===== src/rtl/noc_link_arbiter.sv =====
// Wormhole output-link arbiter: round-robin grant on header flits, link held by the
// owner until its tail is accepted, single registered output stage toward the link.
//   state  | meaning
//   IDLE   | no packet owns the link; headers arbitrated round-robin
//   LOCKED | owner_q streams body/tail flits until its tail is accepted

`ifndef Noc_Data_Width
`define Noc_Data_Width 32
`endif

module noc_link_arbiter #(
  parameter int DATA_WIDTH = `Noc_Data_Width,
  parameter int NUM_IN     = 4
) (
  input  logic                         noc_clk,
  input  logic                         noc_rst_n,
  input  logic [NUM_IN-1:0]            in_valid,
  output logic [NUM_IN-1:0]            in_ready,
  input  logic [NUM_IN*DATA_WIDTH-1:0] in_flit,
  input  logic [NUM_IN-1:0]            in_is_header,
  input  logic [NUM_IN-1:0]            in_is_tail,
  output logic                         out_valid,
  input  logic                         out_ready,
  output logic [DATA_WIDTH-1:0]        out_flit,
  input  logic                         out_VCready,
  output logic                         out_is_header,
  output logic                         out_is_tail,
  output logic [NUM_IN-1:0]            grant,
  output logic                         protocol_err
);

  localparam int IW = (NUM_IN > 1) ? $clog2(NUM_IN) : 1;
  localparam logic [NUM_IN-1:0] ONE = {{(NUM_IN-1){1'b0}}, 1'b1};

  typedef enum logic {
    IDLE   = 1'b0,
    LOCKED = 1'b1
  } state_t;

  state_t                state_q, state_d;
  logic [IW-1:0]         owner_q, owner_d;
  logic [IW-1:0]         rr_last_q, rr_last_d;
  logic                  err_q, err_d;
  logic                  out_valid_q, out_valid_d;
  logic [DATA_WIDTH-1:0] out_flit_q, out_flit_d;
  logic                  out_hdr_q, out_hdr_d;
  logic                  out_tail_q, out_tail_d;

  logic                  load_en;
  logic [NUM_IN-1:0]     cand;
  logic                  pick_found;
  logic [IW-1:0]         pick_idx;
  logic [IW-1:0]         sel_idx;
  logic                  accept;

  assign load_en = !out_valid_q || out_ready;
  assign cand    = in_valid & in_is_header;

  // Round-robin search starting just after the last packet's owner.
  always_comb begin
    int idx;
    idx        = 0;
    pick_found = 1'b0;
    pick_idx   = '0;
    for (int k = 1; k <= NUM_IN; k++) begin
      idx = int'(rr_last_q) + k;
      if (idx >= NUM_IN) idx = idx - NUM_IN;
      if (!pick_found && cand[idx]) begin
        pick_found = 1'b1;
        pick_idx   = idx[IW-1:0];
      end
    end
  end

  always_comb begin
    state_d   = state_q;
    owner_d   = owner_q;
    rr_last_d = rr_last_q;
    err_d     = err_q;
    in_ready  = '0;
    sel_idx   = owner_q;
    unique case (state_q)
      IDLE: begin
        sel_idx = pick_idx;
        if (pick_found && out_VCready && load_en) begin
          in_ready = ONE << pick_idx;
          if (in_is_tail[pick_idx]) begin
            rr_last_d = pick_idx;
          end else begin
            state_d = LOCKED;
            owner_d = pick_idx;
          end
        end
      end
      LOCKED: begin
        in_ready[owner_q] = load_en;
        if (in_valid[owner_q] && load_en) begin
          if (in_is_header[owner_q]) err_d = 1'b1;
          if (in_is_tail[owner_q]) begin
            state_d   = IDLE;
            rr_last_d = owner_q;
          end
        end
      end
      default: state_d = IDLE;
    endcase
  end

  assign accept = |(in_valid & in_ready);

  // Output stage: markers and flit hold when nothing new is loaded; only valid drops.
  always_comb begin
    out_valid_d = out_valid_q;
    out_flit_d  = out_flit_q;
    out_hdr_d   = out_hdr_q;
    out_tail_d  = out_tail_q;
    if (load_en) begin
      out_valid_d = accept;
      if (accept) begin
        out_flit_d = in_flit[sel_idx*DATA_WIDTH +: DATA_WIDTH];
        out_hdr_d  = in_is_header[sel_idx];
        out_tail_d = in_is_tail[sel_idx];
      end
    end
  end

  always_ff @(posedge noc_clk or negedge noc_rst_n) begin
    if (!noc_rst_n) begin
      state_q     <= IDLE;
      owner_q     <= '0;
      rr_last_q   <= IW'(NUM_IN - 1);
      err_q       <= 1'b0;
      out_valid_q <= 1'b0;
      out_flit_q  <= '0;
      out_hdr_q   <= 1'b0;
      out_tail_q  <= 1'b0;
    end else begin
      state_q     <= state_d;
      owner_q     <= owner_d;
      rr_last_q   <= rr_last_d;
      err_q       <= err_d;
      out_valid_q <= out_valid_d;
      out_flit_q  <= out_flit_d;
      out_hdr_q   <= out_hdr_d;
      out_tail_q  <= out_tail_d;
    end
  end

  assign out_valid     = out_valid_q;
  assign out_flit      = out_flit_q;
  assign out_is_header = out_hdr_q;
  assign out_is_tail   = out_tail_q;
  assign grant         = (state_q == LOCKED) ? (ONE << owner_q) : '0;
  assign protocol_err  = err_q;

endmodule


===== config.mk =====
export PLATFORM = sky130hd
export DESIGN_NAME = noc_link_arbiter
export DESIGN_NICKNAME = d
export VERILOG_FILES = /design/src/rtl/noc_link_arbiter.sv
export SDC_FILE = /design/constraint.sdc
export NUM_CORES = 1
export LEC_CHECK = 0
export CAP_MARGIN = 20
export CORE_ASPECT_RATIO = 2
export CORE_MARGIN = 10
export CORE_UTILIZATION = 38
export DETAILED_ROUTE_END_ITERATION = 12
export PLACE_DENSITY = 0.82
export SLEW_MARGIN = 20
export SYNTH_ARGS = -nofsm -noshare
export SYNTH_HDL_FRONTEND = slang
export SYNTH_SLANG_ARGS = --single-unit

===== constraint.sdc =====
create_clock -name noc_clk -period 2.6 [get_ports noc_clk]
set_clock_uncertainty 0.15 [all_clocks]
set_input_delay 0.78 -clock noc_clk [delete_from_list [all_inputs] [get_ports noc_clk]]
set_output_delay 0.78 -clock noc_clk [all_outputs]
set_load 0.05 [all_outputs]

==> metrics.csv <==
stage;metric;value;unit
drt;post-route ant nets;0;
floorplan;Ports;188;
setup_path;crit path cell chain;buf_8 > a32o_2 > a32oi_2 > nand2_4 > o22ai_4 > buf_12;
final_layout;Area Overhead vs Synth;91.3;%
sta;worst-margin pin slew;0.577;ns
drt;total number of vias;3279;
placement;RD Place Congestion;0.879;
power_and_ir_drop;sequential share of power;17.4;%
clocking;root buffer cell;clkbuf_16;
drt;Remaining DRCs;0;
logic_synthesis;sequential area share after synthesis;33.8;%
power_and_ir_drop;Pwr per Cell Area;1200;mW/mm2
floorplan;Cell Rows;46;
logic_synthesis;Yosys reg bits;41;
drt;DR WL/cell;20.9;um
clocking;hold buffer count at CTS;0;
setup_path;critical setup path kind;in -> out;
grt;global-route wire length before repair;18800;um
floorplan;core area;0.00789;mm2
setup_path;Worst EP arrival;1.87;ns
floorplan;Die Width;83.3;um
min_path;Hold WC Path Type;in -> async;
run;max-cap viol count;0;
clocking;Sink Count;41;
grt;GRT overflow;0;
sta;fin crit share;108;%
sta;Slew Limit Fails;0;
setup_path;critical path's slowest cell;a32o_2;
setup_path;Buf/Inv on CP;2;
drt;First DRT Iteration DRCs;77;
sta;min Tclk post-route;2.80;ns
power_and_ir_drop;Comb pwr share;72.6;%
setup_path;Critical Path End Type;output pin;
placement;IO Port Bufs;187;
power_and_ir_drop;NetSw;3.25;mW
grt;GR Util All Layers;19.1;%
power_and_ir_drop;Cell Int Power;3.74;mW
placement;DP Area;0.00537;mm2
power_and_ir_drop;clock share of power;10.0;%
setup_path;CP max stage delay;0.27;ns
final_layout;fill cell count;567;
run_status;run status;finished, violations left;
power_and_ir_drop;sw frac;46.5;%
clocking;Worst-Skew Late Latency;0.28;ns
power_and_ir_drop;Lkg Pwr;2.65;nW
power_and_ir_drop;VDD IR max;0.000772;V
grt;initial antenna violation count;0;
placement;Placement Setup Slack;-0.748;ns
setup_path;Critical Path RT;1.67;ns
sta;final setup violation count;5;
setup_path;CP max FO;3;
logic_synthesis;Gate Count Post-Synth;308;
drt;DR pass1 iterations;4;
clocking;Num CTS Buffers;5;
drt;Via density;5.33;
sta;RSZ-0062 raised after global routing;true;
clocking;CTS HTree Levels;2;
grt;vias in the first global route;3576;
logic_synthesis;Synth warnings;0;
sta;Final Hold Fails;0;
sta;Slew HR;61.4;%
final_layout;antenna cells;0;
logic_synthesis;Mean Syn Cell Area;9.89;um2
final_layout;Final Util;73.9;%
sta;FMAX;357;MHz
setup_path;CP startpoint kind;input pin;
final_layout;layout cells sized above 1;27.0;%
clocking;clock-pin slew on the worst setup and hold paths;0.06;ns
floorplan;Starting Density;38.6;%
sta;fin worst setup slack;-0.199;ns
floorplan;Die Y;147;um
logic_synthesis;Syn Std Cell Area;0.00305;mm2
logic_synthesis;Yosys cell types;39;
sta;setup TNS;-0.558;ns
clocking;TritonCTS clock tree;yes;
grt;largest net degree at the start of global routing;42;
placement;HPWL Detailed;9940;um
setup_path;critical path's top delay family;compound AO/OA/AOI/OAI gates;
floorplan;Die ar.;0.0122;mm2
drt;final WL;12900;um
final_layout;final instance area;0.00583;mm2
logic_synthesis;post-synth net total;452;
final_layout;Final Net Count;663;
clocking;CTS max path bufs;2;
run_status;failing checks;negative setup slack;
## final timing paths
| kind | slack, ns | cells after the start | endpoint | startpoint |
|---|---|---|---|---|
| max | -0.20 | 6 | in_ready[3] | in_valid[0] |
| min in group noc_clk | 0.32 | 2 | out_flit[4]$_DFFE_PN0P_ | out_flit[4]$_DFFE_PN0P_ |
| max in group asynchronous | 1.72 | 2 | rr_last_q[1]$_DFFE_PN1P_ | noc_rst_n |
| min | 0.30 | 2 | out_flit[5]$_DFFE_PN0P_ | noc_rst_n |
| min reg2reg | 0.32 | 2 | out_flit[4]$_DFFE_PN0P_ | out_flit[4]$_DFFE_PN0P_ |
| max reg2reg | -0.01 | 8 | owner_q[1]$_DFFE_PN0P_ | rr_last_q[1]$_DFFE_PN1P_ |
## layer usage
metal  GRT usage (%)  up-vias  routed length, um
met2            38.7      125               7660
li1                -     1540                  -
met5               0        -                  0
met1            17.0     1584               4050
met3            4.57       30                709
met4            7.79        0                432
## registers in the layout, indices dropped and copies added, names as in the netlist
name	cells
out_valid	1
protocol_err	1
out_flit	32
owner_q	2
out_is_header	1
out_is_tail	1
rr_last_q	2
state_q	1
## repair_timing
| item | in CTS | in global routing |
|---|---|---|
| pin swaps | 16 | 10 |
| gates cloned | 0 | 2 |
| gates resized for setup | 64 | 21 |
| endpoints found under the setup margin | 44 | 38 |
| buffers inserted | 10 | 3 |
## worst register-to-register path: stages, from the launching register on
cell and delay, ns:
dfstp_2 0.58, buf_4 0.13, buf_4 0.13, nand3_2 0.12, a32oi_1 0.32, o21ai_0 0.19
buf_4 0.19, a211oi_4 0.32, mux2_2 0.37
## final cells by class
cell class	count	area (um2)	area share, %
flip-flops and latches	41	1030	17.7
repair buffers	228	2400	41.1
multi-input cells	240	2110	36.2
well taps	96	120	2.06
clock inverters	2	35.0	0.601
inverters	3	11.3	0.193
clock buffers	5	125	2.15
## power groups by stage
stage               Combinational, mW  Clock [mW]  Sequential (mW)
floorplan                        2.22           0             2.09
global placement                 4.63           0             1.22
detailed placement               4.72           0             1.23
CTS                              4.86       0.710             1.22
global route                     5.37       0.737             1.26
finish                           5.07       0.696             1.22
## cells in the final DEF, fill, tap and decap left out, types with 4 or more instances in the layout
cell type / instances
mux2i_1: 69
nand2_1: 38
o21ai_0: 23
o21ai_1: 14
nand2b_1: 4
buf_4: 32
buf_12: 16
clkdlybuf4s50_1: 168
clkbuf_16: 7
buf_6: 5
dfrtp_1: 39
nand2_4: 4
mux2_2: 35
nor2_1: 5
nand2_2: 4
## through the flow
step	std cells	total power [mW]	hold WS (ns)
global placement	594	5.84	0.311
floorplan	308	4.30	0.334
detailed placement	594	5.95	0.319
finish	615	6.99	0.303
global route	615	7.37	0.318
CTS	611	6.78	0.312
## logic make-up (layout without fill, tap and decap cells)
group                  after synthesis  after routing  share of synthesized area [%]
AOI/OAI and AO/OA                   60             60                           12.4
buffers and inverters               27            238                           4.52
DFF                                 41             41                           33.8
muxes                              111            111                           39.2
and+or+nand+nor                     69             69                           10.1
## cells in the mapped netlist (all sizes together)
library cell / number / share of area (%)
buf: 15 / 3.0
o2bb2ai: 3 / 0.86
dfstp: 2 / 1.7
inv: 3 / 0.37
and2: 2 / 0.41
nand2: 46 / 5.7
nor3: 1 / 0.16
a32o: 1 / 0.33
a41o: 1 / 0.33
dfrtp: 39 / 32
and3: 1 / 0.21
clkbuf: 9 / 1.1
a2111oi: 1 / 0.49
a32oi: 2 / 0.82
a21o: 2 / 0.49
nor2: 7 / 1.1
o2111ai: 1 / 0.29
nand4b: 1 / 0.29
mux2: 37 / 14
nand2b: 5 / 1.0
mux4: 3 / 2.2
mux2i: 71 / 23
a211oi: 2 / 0.49
nand3b: 1 / 0.25
nand3: 4 / 0.66
a31oi: 1 / 0.21
o311ai: 1 / 0.29
and3b: 1 / 0.29
o311a: 1 / 0.33
o21ai: 38 / 6.2
o22ai: 3 / 0.62
o31ai: 1 / 0.25
a21oi: 1 / 0.16
a21boi: 1 / 0.25
Power figures use the tool's default switching activity.
==> RTL edit (same settings) <==
Set the macro `Noc_Data_Width` to 36 (it was 32).
--- a/src/rtl/noc_link_arbiter.sv
+++ b/src/rtl/noc_link_arbiter.sv
@@ -6,5 +6,5 @@
 
 `ifndef Noc_Data_Width
-`define Noc_Data_Width 32
+`define Noc_Data_Width 36
 `endif
 
Ports: changed (resized in_flit and out_flit); port bits go from 188 to 208. The function was not compared with the original's and may differ.
==> RTL edit against the original RTL <==
Critical endpoint is now in_ready[0]; power is 19% higher; wire length is 26% higher; via count is 1.6% lower; largest power group unchanged; cell area is 12% higher; sequential cell count is 4 higher; the run still ends with negative setup slack left; highest routed layer unchanged; synthesized area is 1.5% higher; setup slack worse by 260 ps.
==> RTL edit: results (changes against the original RTL) <==
<table>
<tr><th>Metric</th><th>Value</th></tr>
<tr><th colspan="2">Yosys</th></tr>
<tr><td>Post-Synthesis Cell Area</td><td>3090 µm² (+1.5%)</td></tr>
<tr><td>List of most frequent post-synthesis cells</td><td>43 x sky130_fd_sc_hd__dfrtp_1, 41 x sky130_fd_sc_hd__mux2_2, 21 x sky130_fd_sc_hd__mux4_2</td></tr>
<tr><td>Sequential area share after synthesis</td><td>0.365 (+0.0273)</td></tr>
<tr><th colspan="2">Cells and area</th></tr>
<tr><td>Largest register FFs</td><td>36 (+13%)</td></tr>
<tr><td>Post-layout instance count excluding filler cells</td><td>571 (-7.2%)</td></tr>
<tr><td>Area occupied by multi-input gates</td><td>2200 µm² (+4.1%)</td></tr>
<tr><td>Register fraction of the total cell area</td><td>0.174 (-0.00279)</td></tr>
<tr><td>Non-Clock Buffer Area Fraction</td><td>0.446 (+0.0345)</td></tr>
<tr><td>Non-clock inverter count</td><td>5 (+2)</td></tr>
<tr><td>Non-clock buffers</td><td>274 (+20%)</td></tr>
<tr><th colspan="2">Global route</th></tr>
<tr><td>Global routing met1 resource utilization</td><td>0.231 (+0.0609)</td></tr>
<tr><td>Met2 Resource Use GR</td><td>0.487 (+0.0999)</td></tr>
<tr><th colspan="2">STA</th></tr>
<tr><td>Rel. slew slack</td><td>0.614 (about the same)</td></tr>
<tr><td>Final total negative setup slack</td><td>-12840 ps (-12280 ps)</td></tr>
<tr><td>Final worst slack</td><td>-463 ps (-264 ps)</td></tr>
<tr><td>Final setup violation count</td><td>43 (+38)</td></tr>
<tr><th colspan="2">Run status</th></tr>
<tr><td>Violations in the final reports</td><td>negative setup slack</td></tr>
<tr><td>Result of the run</td><td>finished with violations</td></tr>
<tr><th colspan="2">Power</th></tr>
<tr><td>Switching power of the nets</td><td>0.00360 W (+11%)</td></tr>
<tr><td>Largest vdd supply drop</td><td>0.715 mV (-7.4%)</td></tr>
<tr><th colspan="2">Critical path</th></tr>
<tr><td>CP delay by family, top</td><td>simple AND/OR/NAND/NOR gates</td></tr>
<tr><td>Cell at the slowest stage of the critical path</td><td>sky130_fd_sc_hd__mux2_4</td></tr>
<tr><th colspan="2">Route</th></tr>
<tr><td>Drt total wl</td><td>16.1 mm (+26%)</td></tr>
<tr><td>Mean number of vias per cell</td><td>5.65 (+6.0%)</td></tr>
<tr><th colspan="2">CTS</th></tr>
<tr><td>Postcts setup bufs</td><td>20 (+10)</td></tr>
<tr><th colspan="2">Place</th></tr>
<tr><td>Total instance count after detailed placement</td><td>537 (-9.6%)</td></tr>
</table>
## RTL edit: cell count changes after synthesis, sizes merged, moves of 4 or more
cell    change
clkbuf      -6
mux4       +37
mux2        +6
mux2i      -71
o21ai      -35
nand2      -35
nor2b       +4
dfrtp       +4
## RTL edit: cell families (layout without fill, tap and decap cells)
family	count (synthesis)	count (layout)	synth area share
multiplexers	83	83	0.473
AO/OA/AOI/OAI	23	23	0.0599
AND/OR/NAND/NOR	37	37	0.0619
buffers and inverters	22	287	0.0400
flip-flops	45	45	0.365
## RTL edit: path summary, 6_finish.rpt
| check | from | to | slack (ps) | depth (start not counted) |
|---|---|---|---|---|
| worst min register to register | out_is_tail | out_is_tail | 350 | 1 |
| worst max-delay path | in_valid[2] | in_ready[0] | -460 | 8 |
| max in group asynchronous | noc_rst_n | out_flit[10] | 1430 | 2 |
| worst min-delay path | noc_rst_n | out_flit[8] | 330 | 1 |
| worst max register to register | rr_last_q[0] | out_flit[30] | -350 | 10 |
| min in group noc_clk | out_is_tail | out_is_tail | 350 | 1 |
